--- src/rtl/hp_port_remap_bridge.sv ---
// Bridge from the simulator shim AXI master to a Zynq HP/ACP slave: skid-buffered AR/AW with
// DDR-window relocation, per-direction outstanding limits, error flags and a drain/idle handshake.

module hp_port_remap_skid #(
    parameter int W = 8
) (
    input  logic         clk_i,
    input  logic         rst_ni,
    input  logic         drain_i,
    input  logic         in_valid_i,
    output logic         in_ready_o,
    input  logic [W-1:0] in_data_i,
    input  logic         issue_en_i,
    output logic         out_valid_o,
    input  logic         out_ready_i,
    output logic [W-1:0] out_data_o,
    output logic         empty_o
);
    logic [W-1:0] mem_q [2];
    logic         wr_ptr_q;
    logic         rd_ptr_q;
    logic [1:0]   cnt_q;
    logic [1:0]   cnt_d;
    logic         rdy_q;
    logic         push;
    logic         pop;

    // Ready comes from a register so the upstream path never sees the downstream ready.
    assign in_ready_o  = rdy_q && !drain_i;
    assign out_valid_o = (cnt_q != 2'd0) && issue_en_i;
    assign out_data_o  = mem_q[rd_ptr_q];
    assign empty_o     = (cnt_q == 2'd0);
    assign push        = in_valid_i && in_ready_o;
    assign pop         = out_valid_o && out_ready_i;

    always_comb begin
        cnt_d = cnt_q;
        if (push && !pop) begin
            cnt_d = cnt_q + 2'd1;
        end else if (pop && !push) begin
            cnt_d = cnt_q - 2'd1;
        end
    end

    always_ff @(posedge clk_i or negedge rst_ni) begin
        if (!rst_ni) begin
            mem_q[0] <= '0;
            mem_q[1] <= '0;
            wr_ptr_q <= 1'b0;
            rd_ptr_q <= 1'b0;
            cnt_q    <= 2'd0;
            rdy_q    <= 1'b0;
        end else begin
            if (push) begin
                mem_q[wr_ptr_q] <= in_data_i;
                wr_ptr_q        <= !wr_ptr_q;
            end
            if (pop) begin
                rd_ptr_q <= !rd_ptr_q;
            end
            cnt_q <= cnt_d;
            rdy_q <= !drain_i && (cnt_d != 2'd2);
        end
    end
endmodule

module hp_port_remap_ostd #(
    parameter int MAX = 8,
    parameter int CW  = 4
) (
    input  logic clk_i,
    input  logic rst_ni,
    input  logic inc_i,
    input  logic dec_i,
    output logic allow_o,
    output logic zero_o,
    output logic underflow_o
);
    logic [CW-1:0] cnt_q;
    logic [CW-1:0] cnt_d;

    assign allow_o     = (cnt_q < CW'(MAX));
    assign zero_o      = (cnt_q == '0);
    assign underflow_o = dec_i && zero_o;

    // A completion with nothing outstanding is reported, never allowed to wrap the count.
    always_comb begin
        cnt_d = cnt_q;
        if (inc_i && !dec_i) begin
            cnt_d = cnt_q + CW'(1);
        end else if (dec_i && !inc_i && !zero_o) begin
            cnt_d = cnt_q - CW'(1);
        end
    end

    always_ff @(posedge clk_i or negedge rst_ni) begin
        if (!rst_ni) begin
            cnt_q <= '0;
        end else begin
            cnt_q <= cnt_d;
        end
    end
endmodule

module hp_port_remap_bridge #(
    parameter int              ADDR_W          = 32,
    parameter int              DATA_W          = 64,
    parameter int              ID_W            = 6,
    parameter int              WINDOW_BITS     = 28,
    parameter logic [ADDR_W-1:0] BASE_ADDR     = 32'h1000_0000,
    parameter int              MAX_OUTSTANDING = 8,
    parameter logic [3:0]      CACHE           = 4'b0011
) (
    input  logic                clock,
    input  logic                reset_n,
    input  logic                s_ar_valid,
    output logic                s_ar_ready,
    input  logic [ADDR_W-1:0]   s_ar_addr,
    input  logic [ID_W-1:0]     s_ar_id,
    input  logic [7:0]          s_ar_len,
    input  logic [2:0]          s_ar_size,
    input  logic                s_aw_valid,
    output logic                s_aw_ready,
    input  logic [ADDR_W-1:0]   s_aw_addr,
    input  logic [ID_W-1:0]     s_aw_id,
    input  logic [7:0]          s_aw_len,
    input  logic [2:0]          s_aw_size,
    input  logic                s_w_valid,
    output logic                s_w_ready,
    input  logic [DATA_W-1:0]   s_w_data,
    input  logic [DATA_W/8-1:0] s_w_strb,
    input  logic                s_w_last,
    output logic                s_b_valid,
    input  logic                s_b_ready,
    output logic [ID_W-1:0]     s_b_id,
    output logic [1:0]          s_b_resp,
    output logic                s_r_valid,
    input  logic                s_r_ready,
    output logic [ID_W-1:0]     s_r_id,
    output logic [DATA_W-1:0]   s_r_data,
    output logic [1:0]          s_r_resp,
    output logic                s_r_last,
    output logic                m_ar_valid,
    input  logic                m_ar_ready,
    output logic [ADDR_W-1:0]   m_ar_addr,
    output logic [ID_W-1:0]     m_ar_id,
    output logic [7:0]          m_ar_len,
    output logic [2:0]          m_ar_size,
    output logic [1:0]          m_ar_burst,
    output logic [3:0]          m_ar_cache,
    output logic [2:0]          m_ar_prot,
    output logic [3:0]          m_ar_qos,
    output logic [3:0]          m_ar_region,
    output logic                m_ar_lock,
    output logic                m_aw_valid,
    input  logic                m_aw_ready,
    output logic [ADDR_W-1:0]   m_aw_addr,
    output logic [ID_W-1:0]     m_aw_id,
    output logic [7:0]          m_aw_len,
    output logic [2:0]          m_aw_size,
    output logic [1:0]          m_aw_burst,
    output logic [3:0]          m_aw_cache,
    output logic [2:0]          m_aw_prot,
    output logic [3:0]          m_aw_qos,
    output logic [3:0]          m_aw_region,
    output logic                m_aw_lock,
    output logic                m_w_valid,
    input  logic                m_w_ready,
    output logic [DATA_W-1:0]   m_w_data,
    output logic [DATA_W/8-1:0] m_w_strb,
    output logic                m_w_last,
    input  logic                m_b_valid,
    output logic                m_b_ready,
    input  logic [ID_W-1:0]     m_b_id,
    input  logic [1:0]          m_b_resp,
    input  logic                m_r_valid,
    output logic                m_r_ready,
    input  logic [ID_W-1:0]     m_r_id,
    input  logic [DATA_W-1:0]   m_r_data,
    input  logic [1:0]          m_r_resp,
    input  logic                m_r_last,
    input  logic                drain_req,
    output logic                idle,
    output logic                addr_oob,
    output logic                resp_err
);
    localparam logic [ADDR_W-1:0] WIN_MASK = ADDR_W'((64'd1 << WINDOW_BITS) - 64'd1);
    localparam int PW   = ADDR_W + ID_W + 8 + 3;
    localparam int CNTW = $clog2(MAX_OUTSTANDING + 1);

    if ((BASE_ADDR & WIN_MASK) != '0) begin : g_bad_base
        $error("BASE_ADDR must have its low WINDOW_BITS bits clear");
    end
    if (MAX_OUTSTANDING < 1 || MAX_OUTSTANDING > 255) begin : g_bad_max
        $error("MAX_OUTSTANDING must lie in 1..255");
    end

    logic [PW-1:0] ar_in, ar_out, aw_in, aw_out;
    logic ar_empty, aw_empty, rd_allow, wr_allow, rd_zero, wr_zero;
    logic rd_uf, wr_uf, ar_hs, aw_hs, m_ar_hs, m_aw_hs, r_last_hs, b_hs;
    logic idle_q, addr_oob_q, resp_err_q;

    // Relocation happens before the skid so the stored address is already the DDR address.
    assign ar_in = {BASE_ADDR | (s_ar_addr & WIN_MASK), s_ar_id, s_ar_len, s_ar_size};
    assign aw_in = {BASE_ADDR | (s_aw_addr & WIN_MASK), s_aw_id, s_aw_len, s_aw_size};
    assign {m_ar_addr, m_ar_id, m_ar_len, m_ar_size} = ar_out;
    assign {m_aw_addr, m_aw_id, m_aw_len, m_aw_size} = aw_out;

    hp_port_remap_skid #(.W(PW)) u_ar_skid (
        .clk_i(clock), .rst_ni(reset_n), .drain_i(drain_req),
        .in_valid_i(s_ar_valid), .in_ready_o(s_ar_ready), .in_data_i(ar_in),
        .issue_en_i(rd_allow), .out_valid_o(m_ar_valid), .out_ready_i(m_ar_ready),
        .out_data_o(ar_out), .empty_o(ar_empty)
    );

    hp_port_remap_skid #(.W(PW)) u_aw_skid (
        .clk_i(clock), .rst_ni(reset_n), .drain_i(drain_req),
        .in_valid_i(s_aw_valid), .in_ready_o(s_aw_ready), .in_data_i(aw_in),
        .issue_en_i(wr_allow), .out_valid_o(m_aw_valid), .out_ready_i(m_aw_ready),
        .out_data_o(aw_out), .empty_o(aw_empty)
    );

    assign ar_hs     = s_ar_valid && s_ar_ready;
    assign aw_hs     = s_aw_valid && s_aw_ready;
    assign m_ar_hs   = m_ar_valid && m_ar_ready;
    assign m_aw_hs   = m_aw_valid && m_aw_ready;
    assign r_last_hs = m_r_valid && s_r_ready && m_r_last;
    assign b_hs      = m_b_valid && s_b_ready;

    hp_port_remap_ostd #(.MAX(MAX_OUTSTANDING), .CW(CNTW)) u_rd_cnt (
        .clk_i(clock), .rst_ni(reset_n), .inc_i(m_ar_hs), .dec_i(r_last_hs),
        .allow_o(rd_allow), .zero_o(rd_zero), .underflow_o(rd_uf)
    );

    hp_port_remap_ostd #(.MAX(MAX_OUTSTANDING), .CW(CNTW)) u_wr_cnt (
        .clk_i(clock), .rst_ni(reset_n), .inc_i(m_aw_hs), .dec_i(b_hs),
        .allow_o(wr_allow), .zero_o(wr_zero), .underflow_o(wr_uf)
    );

    assign m_ar_burst  = 2'b01;
    assign m_ar_cache  = CACHE;
    assign m_ar_prot   = 3'd0;
    assign m_ar_qos    = 4'd0;
    assign m_ar_region = 4'd0;
    assign m_ar_lock   = 1'b0;
    assign m_aw_burst  = 2'b01;
    assign m_aw_cache  = CACHE;
    assign m_aw_prot   = 3'd0;
    assign m_aw_qos    = 4'd0;
    assign m_aw_region = 4'd0;
    assign m_aw_lock   = 1'b0;

    // Data and response channels are untouched; W may legally run ahead of AW.
    assign m_w_valid = s_w_valid;
    assign s_w_ready = m_w_ready;
    assign m_w_data  = s_w_data;
    assign m_w_strb  = s_w_strb;
    assign m_w_last  = s_w_last;
    assign s_b_valid = m_b_valid;
    assign m_b_ready = s_b_ready;
    assign s_b_id    = m_b_id;
    assign s_b_resp  = m_b_resp;
    assign s_r_valid = m_r_valid;
    assign m_r_ready = s_r_ready;
    assign s_r_id    = m_r_id;
    assign s_r_data  = m_r_data;
    assign s_r_resp  = m_r_resp;
    assign s_r_last  = m_r_last;

    always_ff @(posedge clock or negedge reset_n) begin
        if (!reset_n) begin
            idle_q     <= 1'b1;
            addr_oob_q <= 1'b0;
            resp_err_q <= 1'b0;
        end else begin
            idle_q     <= ar_empty && aw_empty && rd_zero && wr_zero;
            addr_oob_q <= addr_oob_q
                          || (ar_hs && ((s_ar_addr & ~WIN_MASK) != '0))
                          || (aw_hs && ((s_aw_addr & ~WIN_MASK) != '0));
            resp_err_q <= resp_err_q || rd_uf || wr_uf;
        end
    end

    assign idle     = idle_q;
    assign addr_oob = addr_oob_q;
    assign resp_err = resp_err_q;
endmodule
--- config.mk ---
export PLATFORM = sky130hd
export DESIGN_NAME = hp_port_remap_bridge
export DESIGN_NICKNAME = d
export VERILOG_FILES = /design/src/rtl/hp_port_remap_bridge.sv
export SDC_FILE = /design/constraint.sdc
export NUM_CORES = 1
export LEC_CHECK = 0
export ABC_CLOCK_PERIOD_IN_PS = 4080
export CAP_MARGIN = 40
export CORE_AREA = 3 3 221 223
export CTS_CLUSTER_SIZE = 10
export DETAILED_ROUTE_END_ITERATION = 10
export DIE_AREA = 0 0 224 226
export PLACE_DENSITY = 0.54
export REMOVE_ABC_BUFFERS = 1
export SYNTH_ARGS = -nofsm -noshare
export SYNTH_HDL_FRONTEND = slang
export SYNTH_HIERARCHICAL = 1
export SYNTH_SLANG_ARGS = --single-unit
--- constraint.sdc ---
create_clock -name clock -period 4.08 [get_ports clock]
set_input_delay 1.02 -clock clock [delete_from_list [all_inputs] [get_ports clock]]
set_output_delay 1.02 -clock clock [all_outputs]
set_load 0.02 [all_outputs]
==> results of run 1 <==
synth_stat cells, types with 6 or more instances:
cell type	count
buf_4	198
inv_1	9
dfrtp_1	216
clkbuf_1	8
mux2_4	20
xnor2_1	8
mux2_2	274
ha_1	6
buf_2	16
nand2b_1	10
buf_6	8
metal layers:
metal | vias to the layer above | track usage
met5 | - | 0.0769
met4 | 10 | 0.0662
met3 | 72 | 0.342
met2 | 623 | 0.394
met1 | 3245 | 0.151
li1 | 2886 | -
registers in the layout, summed over array words and instances (netlist names):
signal,cells
u_aw_skid/mem_q,98
u_aw_skid/rdy_q,1
addr_oob,1
u_aw_skid/rd_ptr_q,1
u_rd_cnt/cnt_q,4
u_ar_skid/cnt_q,2
u_ar_skid/mem_q,98
u_ar_skid/wr_ptr_q,1
resp_err,1
u_aw_skid/cnt_q,2
u_ar_skid/rdy_q,1
u_aw_skid/wr_ptr_q,1
idle,1
u_wr_cnt/cnt_q,4
u_ar_skid/rd_ptr_q,1
power groups by stage:
stage	logic [mW]	clock network, mW	registers, mW
2_1_floorplan	3.49	0	3.78
3_3_place_gp	5.73	0	3.87
3_5_place_dp	5.77	0	3.91
4_1_cts	5.80	2.33	3.89
5_1_grt	6.12	2.40	4.03
6_report	5.73	2.25	3.88
logic make-up after synthesis:
logic type,Yosys count,synth area share
muxes,300,0.303
buffers and inverters,239,0.151
DFF,217,0.476
and+or+nand+nor,54,0.0341
AOI/OAI and AO/OA,21,0.0144
xor gates and xnor gates,12,0.00922
adders and majority gates,10,0.0118
other,2,0.000659
worst reg2reg max path, stage by stage, from the launching register on:
cell and delay, ns:
dfrtp_1 0.38, inv_1 0.08, ha_1 0.24, nor2b_1 0.15, and2_1 0.19, nand2b_1 0.18
ha_1 0.34, a21o_2 0.21, a2111o_1 0.41, nand4_1 0.08
area by class of cell:
cell class,instances,share of cell area
flip-flops and latches,217,0.392
repair buffers,235,0.173
clock buffers,40,0.0558
well taps,607,0.0547
multi-input cells,449,0.321
clock inverters,3,0.00135
inverters,9,0.00243
metrics by stage:
stage,power [mW],hold slack (ns),utilization
2_1_floorplan,7.27,0.474,-
3_3_place_gp,9.59,0.455,0.280
3_5_place_dp,9.68,0.462,0.280
4_1_cts,12.0,0.485,0.297
5_1_grt,12.6,0.503,0.297
6_report,11.9,0.482,0.297
worst paths after layout:
kind	start	endpoint	slack [ns]	cells past startpoint
min reg2reg	resp_err$_DFF_PN0_	resp_err$_DFF_PN0_	0.48	1
max reg2reg	u_aw_skid/cnt_q[0]$_DFF_PN0_	u_wr_cnt/cnt_q[3]$_DFFE_PN0P_	1.75	9
max	u_aw_skid/rd_ptr_q$_DFFE_PN0P_	m_aw_addr[10]	0.49	3
min in group asynchronous	reset_n	u_aw_skid/mem_q[67]$_DFFE_PN0P_	0.49	1
max in group asynchronous	reset_n	idle$_DFF_PN1_	2.75	2
min	resp_err$_DFF_PN0_	resp_err$_DFF_PN0_	0.48	1
==> flow_summary.json, run 1 <==
{
  "cts_buffers": 27,
  "cts_resized": 0,
  "yosys.area.top_type_share": 0.474,
  "async_flop_share": 1.00,
  "start_util": 0.244,
  "placed_area_sq_um": 13100,
  "worstSetupEndpointType": "output pin",
  "yosys_register_bits": 217,
  "dp.cells": 1517,
  "first_pass_iters": 4,
  "internal_power_mw": 7.72,
  "fillCellCount": 4720,
  "post-route-drc-count": 0,
  "peakVddDrop_v": 0.000377,
  "grt_pass1_wl_microns": 79700,
  "power.switching_mw": 4.15,
  "relSlewSlack": 0.364,
  "pwr-share-clk": 0.190,
  "rows": 79,
  "drv_slew": 0,
  "slowest_stage": "dfrtp_2",
  "gp_congestion": 1.08,
  "regArea_sq_um": 5430,
  "clock_latency_ns": 0.58,
  "core_area_sq_um": 46800,
  "cp.required_ns": 3.06,
  "synthCells": 855,
  "timing.final.crit_period_ns": 3.59,
  "cts.sinks": 217,
  "cts_max_level": 1,
  "syn2layout_area_growth_pct": 21.7,
  "grt_max_degree": 109,
  "critPathLaunchType": "flop",
  "rsz0062_at_grt": "false",
  "dp_hpwl_microns": 55100,
  "comb_power_share": 0.483,
  "critPathTopFamily": "buffers and inverters",
  "ios": 566,
  "fin_nets": 1212,
  "design_area_sq_um": 13900,
  "worst_pin_slew_ns": 0.954,
  "finalNonFillerCells": 1560,
  "final_common_cell": "mux2_2",
  "finalCritPeriodShare": 0.881,
  "drv_cap": 0,
  "drt_iter0_drc": 279,
  "cp_max_fo": 23,
  "hold_viol": 0,
  "fmax_mhz": 278,
  "cts.hold.buffers_added": 0,
  "vias_per_cell": 4.38,
  "num_vias": 6836,
  "dieWidth_microns": 224,
  "layout_setup_ws_ns": 0.487,
  "track_usage": 0.246,
  "drive_gt1_frac": 0.380,
  "seq_power_share": 0.327,
  "clk_path_buf_depth": 3,
  "antenna_found_initial": 0,
  "syn_avg_cell_area_sq_um": 13.3,
  "crit_path_max_incr_delay_ns": 0.78,
  "ys_top_cells_by_area": "dfrtp_1 (47%), mux2_2 (27%), buf_4 (13%), mux2_4 (2.6%), buf_6 (0.79%)",
  "portBuffers": 219,
  "path_class": "flop to output pin",
  "clock_skew_ns": 0.0392,
  "antenna-diode-count": 0,
  "arrival_ns": 2.57,
  "ys_seq_area_frac": 0.476,
  "maxUsedRoutingLayer": "met5",
  "syn_area_sq_um": 11400,
  "path_buf_inv": 2,
  "finalSetupTns_ns": 0,
  "die_y_microns": 226,
  "powerDensity_nw_per_um2": 855,
  "synth_ff_type": "dfrtp_1",
  "post_drt_wl_per_cell_microns": 41.0,
  "grt_pass1_vias": 7006,
  "routed_wl_microns": 63900,
  "path_cells": "buf_12, mux2_2, clkdlybuf4s50_1",
  "p_sw_frac": 0.350,
  "overflow": 0,
  "hp-class": "flop to flop",
  "multi_input_area_sq_um": 4450,
  "synth_cell_type_count": 47,
  "drtAntennaViolNets": 0,
  "wl_met1_microns": 13300,
  "post_cts.repair.setup_buffers": 0,
  "wl_met3_microns": 18800,
  "cts_root_buf": "clkbuf_16",
  "synth_edf_count": 0,
  "pre_cts_slack_ns": 0.660,
  "met2_length_microns": 29200,
  "synth_area_leader_cell": "dfrtp_1",
  "leakage_nw": 5.81,
  "final_cell_mix": "mux2_2 (274), clkdlybuf4s50_1 (218), dfrtp_1 (214)",
  "path_clk_slew_ns": 0.06,
  "yosysWarnings": 6,
  "status": "finished clean",
  "setup_violations": 0,
  "cts_tree": "yes",
  "die_area_sq_um": 50600
}
No activity file was read; power rests on OpenSTA's default activity.
==> run 2, diff against run 1 <==
--- a/config.mk
+++ b/config.mk
@@ -11,7 +11,6 @@
 export CTS_CLUSTER_SIZE = 10
 export DETAILED_ROUTE_END_ITERATION = 10
 export DIE_AREA = 0 0 224 226
-export PLACE_DENSITY = 0.54
 export REMOVE_ABC_BUFFERS = 1
 export SYNTH_ARGS = -nofsm -noshare
 export SYNTH_HDL_FRONTEND = slang
==> run 2 against run 1 <==
Non-clock buffer count shrank 1. Utilization grew 0.34 points. First-iteration DRC count grew 13%. Die area is the same. Wire length grew 0.46%. Power grew 3.3%. Clock skew shrank 0.011 ns. Sequential power is essentially flat. Largest power group unchanged.
==> flow_summary.json, run 2 (synthesis results as in run 1) <==
{
  "status": "finished clean",
  "met1_usage": 0.149,
  "clock_latency_ns": 0.57,
  "vias_per_cell": 4.42,
  "path_class": "flop to output pin",
  "drive_gt1_frac": 0.383,
  "drv_slew": 0,
  "fin_nets": 1213,
  "antenna-diode-count": 0,
  "grt_max_degree": 118,
  "cp.required_ns": 3.06,
  "hold_start": "resp_err$_DFF_PN0_",
  "cp_max_fo": 42,
  "post_drt_wl_per_cell_microns": 41.0,
  "ios": 566,
  "gr-usage-met3": 0.353,
  "drt_iter0_drc": 316,
  "post_cts.repair.setup_buffers": 0,
  "grt_pass1_vias": 6969,
  "drtAntennaViolNets": 0,
  "grt_pass1_wl_microns": 79400,
  "syn2layout_area_growth_pct": 23.1,
  "final_cell_mix": "mux2_2 (274), clkdlybuf4s50_1 (218), dfrtp_1 (214)",
  "cts_buffers": 29,
  "leakage_nw": 5.89,
  "arrival_ns": 2.49,
  "num_vias": 6919,
  "timing.rr.end": "u_wr_cnt/cnt_q[3]$_DFFE_PN0P_",
  "drv_cap": 0,
  "hp-class": "flop to flop",
  "first_pass_iters": 4,
  "routed_wl_microns": 64200,
  "reg2reg_from": "u_aw_skid/cnt_q[0]$_DFF_PN0_",
  "regArea_sq_um": 5430,
  "cts_resized": 0,
  "worst_pin_slew_ns": 1.02,
  "portBuffers": 219,
  "finalSetupTns_ns": 0,
  "antenna_found_initial": 2,
  "dieWidth_microns": 224,
  "rsz0062_at_grt": "false",
  "timing.final.crit_period_ns": 3.51,
  "slowest_stage": "clkdlybuf4s50_1",
  "whs_endpoint": "resp_err$_DFF_PN0_",
  "top_regs": "u_ar_skid/mem_q (98), u_aw_skid/mem_q (98)",
  "fillCellCount": 4755,
  "design_area_sq_um": 14000,
  "placed_area_sq_um": 13100,
  "peakVddDrop_v": 0.000370,
  "relSlewSlack": 0.323,
  "post-route-drc-count": 0,
  "powerDensity_nw_per_um2": 874,
  "die_y_microns": 226,
  "grtUsageMet2": 0.394,
  "cts.sinks": 217,
  "busiest_layer": "met2",
  "hold_viol": 0,
  "cts_max_level": 1,
  "worstSetupEndpointType": "output pin",
  "cts_tree": "yes",
  "finalCritPeriodShare": 0.860,
  "multi_input_area_sq_um": 4450,
  "critPathLaunchType": "flop",
  "path_cells": "buf_12, mux2_2, clkdlybuf4s50_1",
  "dp_hpwl_microns": 55500,
  "final_common_cell": "mux2_2",
  "gp_congestion": 1.08,
  "track_usage": 0.246,
  "reg2reg_depth": 9,
  "path_clk_slew_ns": 0.06,
  "clock_skew_ns": 0.0283,
  "start_util": 0.244,
  "overflow": 0,
  "rows": 79,
  "cts_root_buf": "clkbuf_16",
  "setup_violations": 0,
  "die_area_sq_um": 50600,
  "clk_path_buf_depth": 3,
  "cts.hold.buffers_added": 0,
  "core_area_sq_um": 46800,
  "r2r_slack_ns": 1.74,
  "fmax_mhz": 285,
  "crit_path_max_incr_delay_ns": 0.67,
  "holdPathStages": 1
}
[run 2: cell types whose count changed in the layout (fill, tap and decap cells not counted), sizes merged]
cell,previous run,this run
bufinv,0,4
buf,17,16
clkinv,2,3
clkinvlp,0,1
[run 2: worst max path at each step]
stage	start	endpoint	slack, ns	cells after the start
floorplan	drain_req	u_ar_skid/mem_q[49]$_DFFE_PN0P_	1.02	3
global placement	drain_req	s_ar_ready	0.65	3
CTS	u_aw_skid/rd_ptr_q$_DFFE_PN0P_	m_aw_id[5]	0.50	3
finish	u_ar_skid/rd_ptr_q$_DFFE_PN0P_	m_ar_size[0]	0.57	3
global route	u_ar_skid/rd_ptr_q$_DFFE_PN0P_	m_ar_size[0]	0.45	3
detailed placement	drain_req	s_ar_ready	0.66	3
[run 2: per-layer routing]
metal  vias to the layer above  wire, microns  share of wire
met5                         -            511         0.0080
met4                        14           1750          0.027
met3                        65          19300           0.30
met2                       649          29100           0.45
met1                      3306          13500           0.21
li1                       2885              -              -
[run 2: layout make-up]
cell class              count  area share
repair buffers            234       0.171
clock inverters             9      0.0111
multi-input cells         449       0.317
clock buffers              40      0.0568
flip-flops and latches    217       0.387
well taps                 607      0.0541
inverters                   9     0.00241
[run 2: per-stage QoR]
stage          hold slack (ns)  setup WS, ns  power [mW]  std cells  utilization
4_1_cts                  0.482         0.501        12.4       1565        0.300
2_1_floorplan            0.474          1.02        7.27        675            -
5_1_grt                  0.489         0.451        12.9       1565        0.300
6_report                 0.473         0.573        12.3       1565        0.300
3_5_place_dp             0.462         0.662        9.72       1516        0.280
3_3_place_gp             0.453         0.652        9.59       1515        0.279
[run 2: power by group]
group	switching (mW)	internal, mW	total [mW]	leakage (nW)
Clock	0.996	1.60	2.60	0.462
Sequential	0.633	3.23	3.86	2.61
Combinational	2.61	3.19	5.80	2.81
[run 2: critical path: cells and delay by family, from the launching register on]
| family | cells | cell delay [ns] |
|---|---|---|
| flip-flops | 1 | 0.54 |
| multiplexers | 1 | 0.37 |
| buffers and inverters | 2 | 0.96 |
==> run 3, diff against run 2 <==
--- a/config.mk
+++ b/config.mk
@@ -12,6 +12,7 @@
 export DETAILED_ROUTE_END_ITERATION = 10
 export DIE_AREA = 0 0 224 226
 export REMOVE_ABC_BUFFERS = 1
+export SLEW_MARGIN = 15
 export SYNTH_ARGS = -nofsm -noshare
 export SYNTH_HDL_FRONTEND = slang
 export SYNTH_HIERARCHICAL = 1
==> results of run 3 <==
Same layout as run 2: the final DEF is identical, and so are final timing and power.
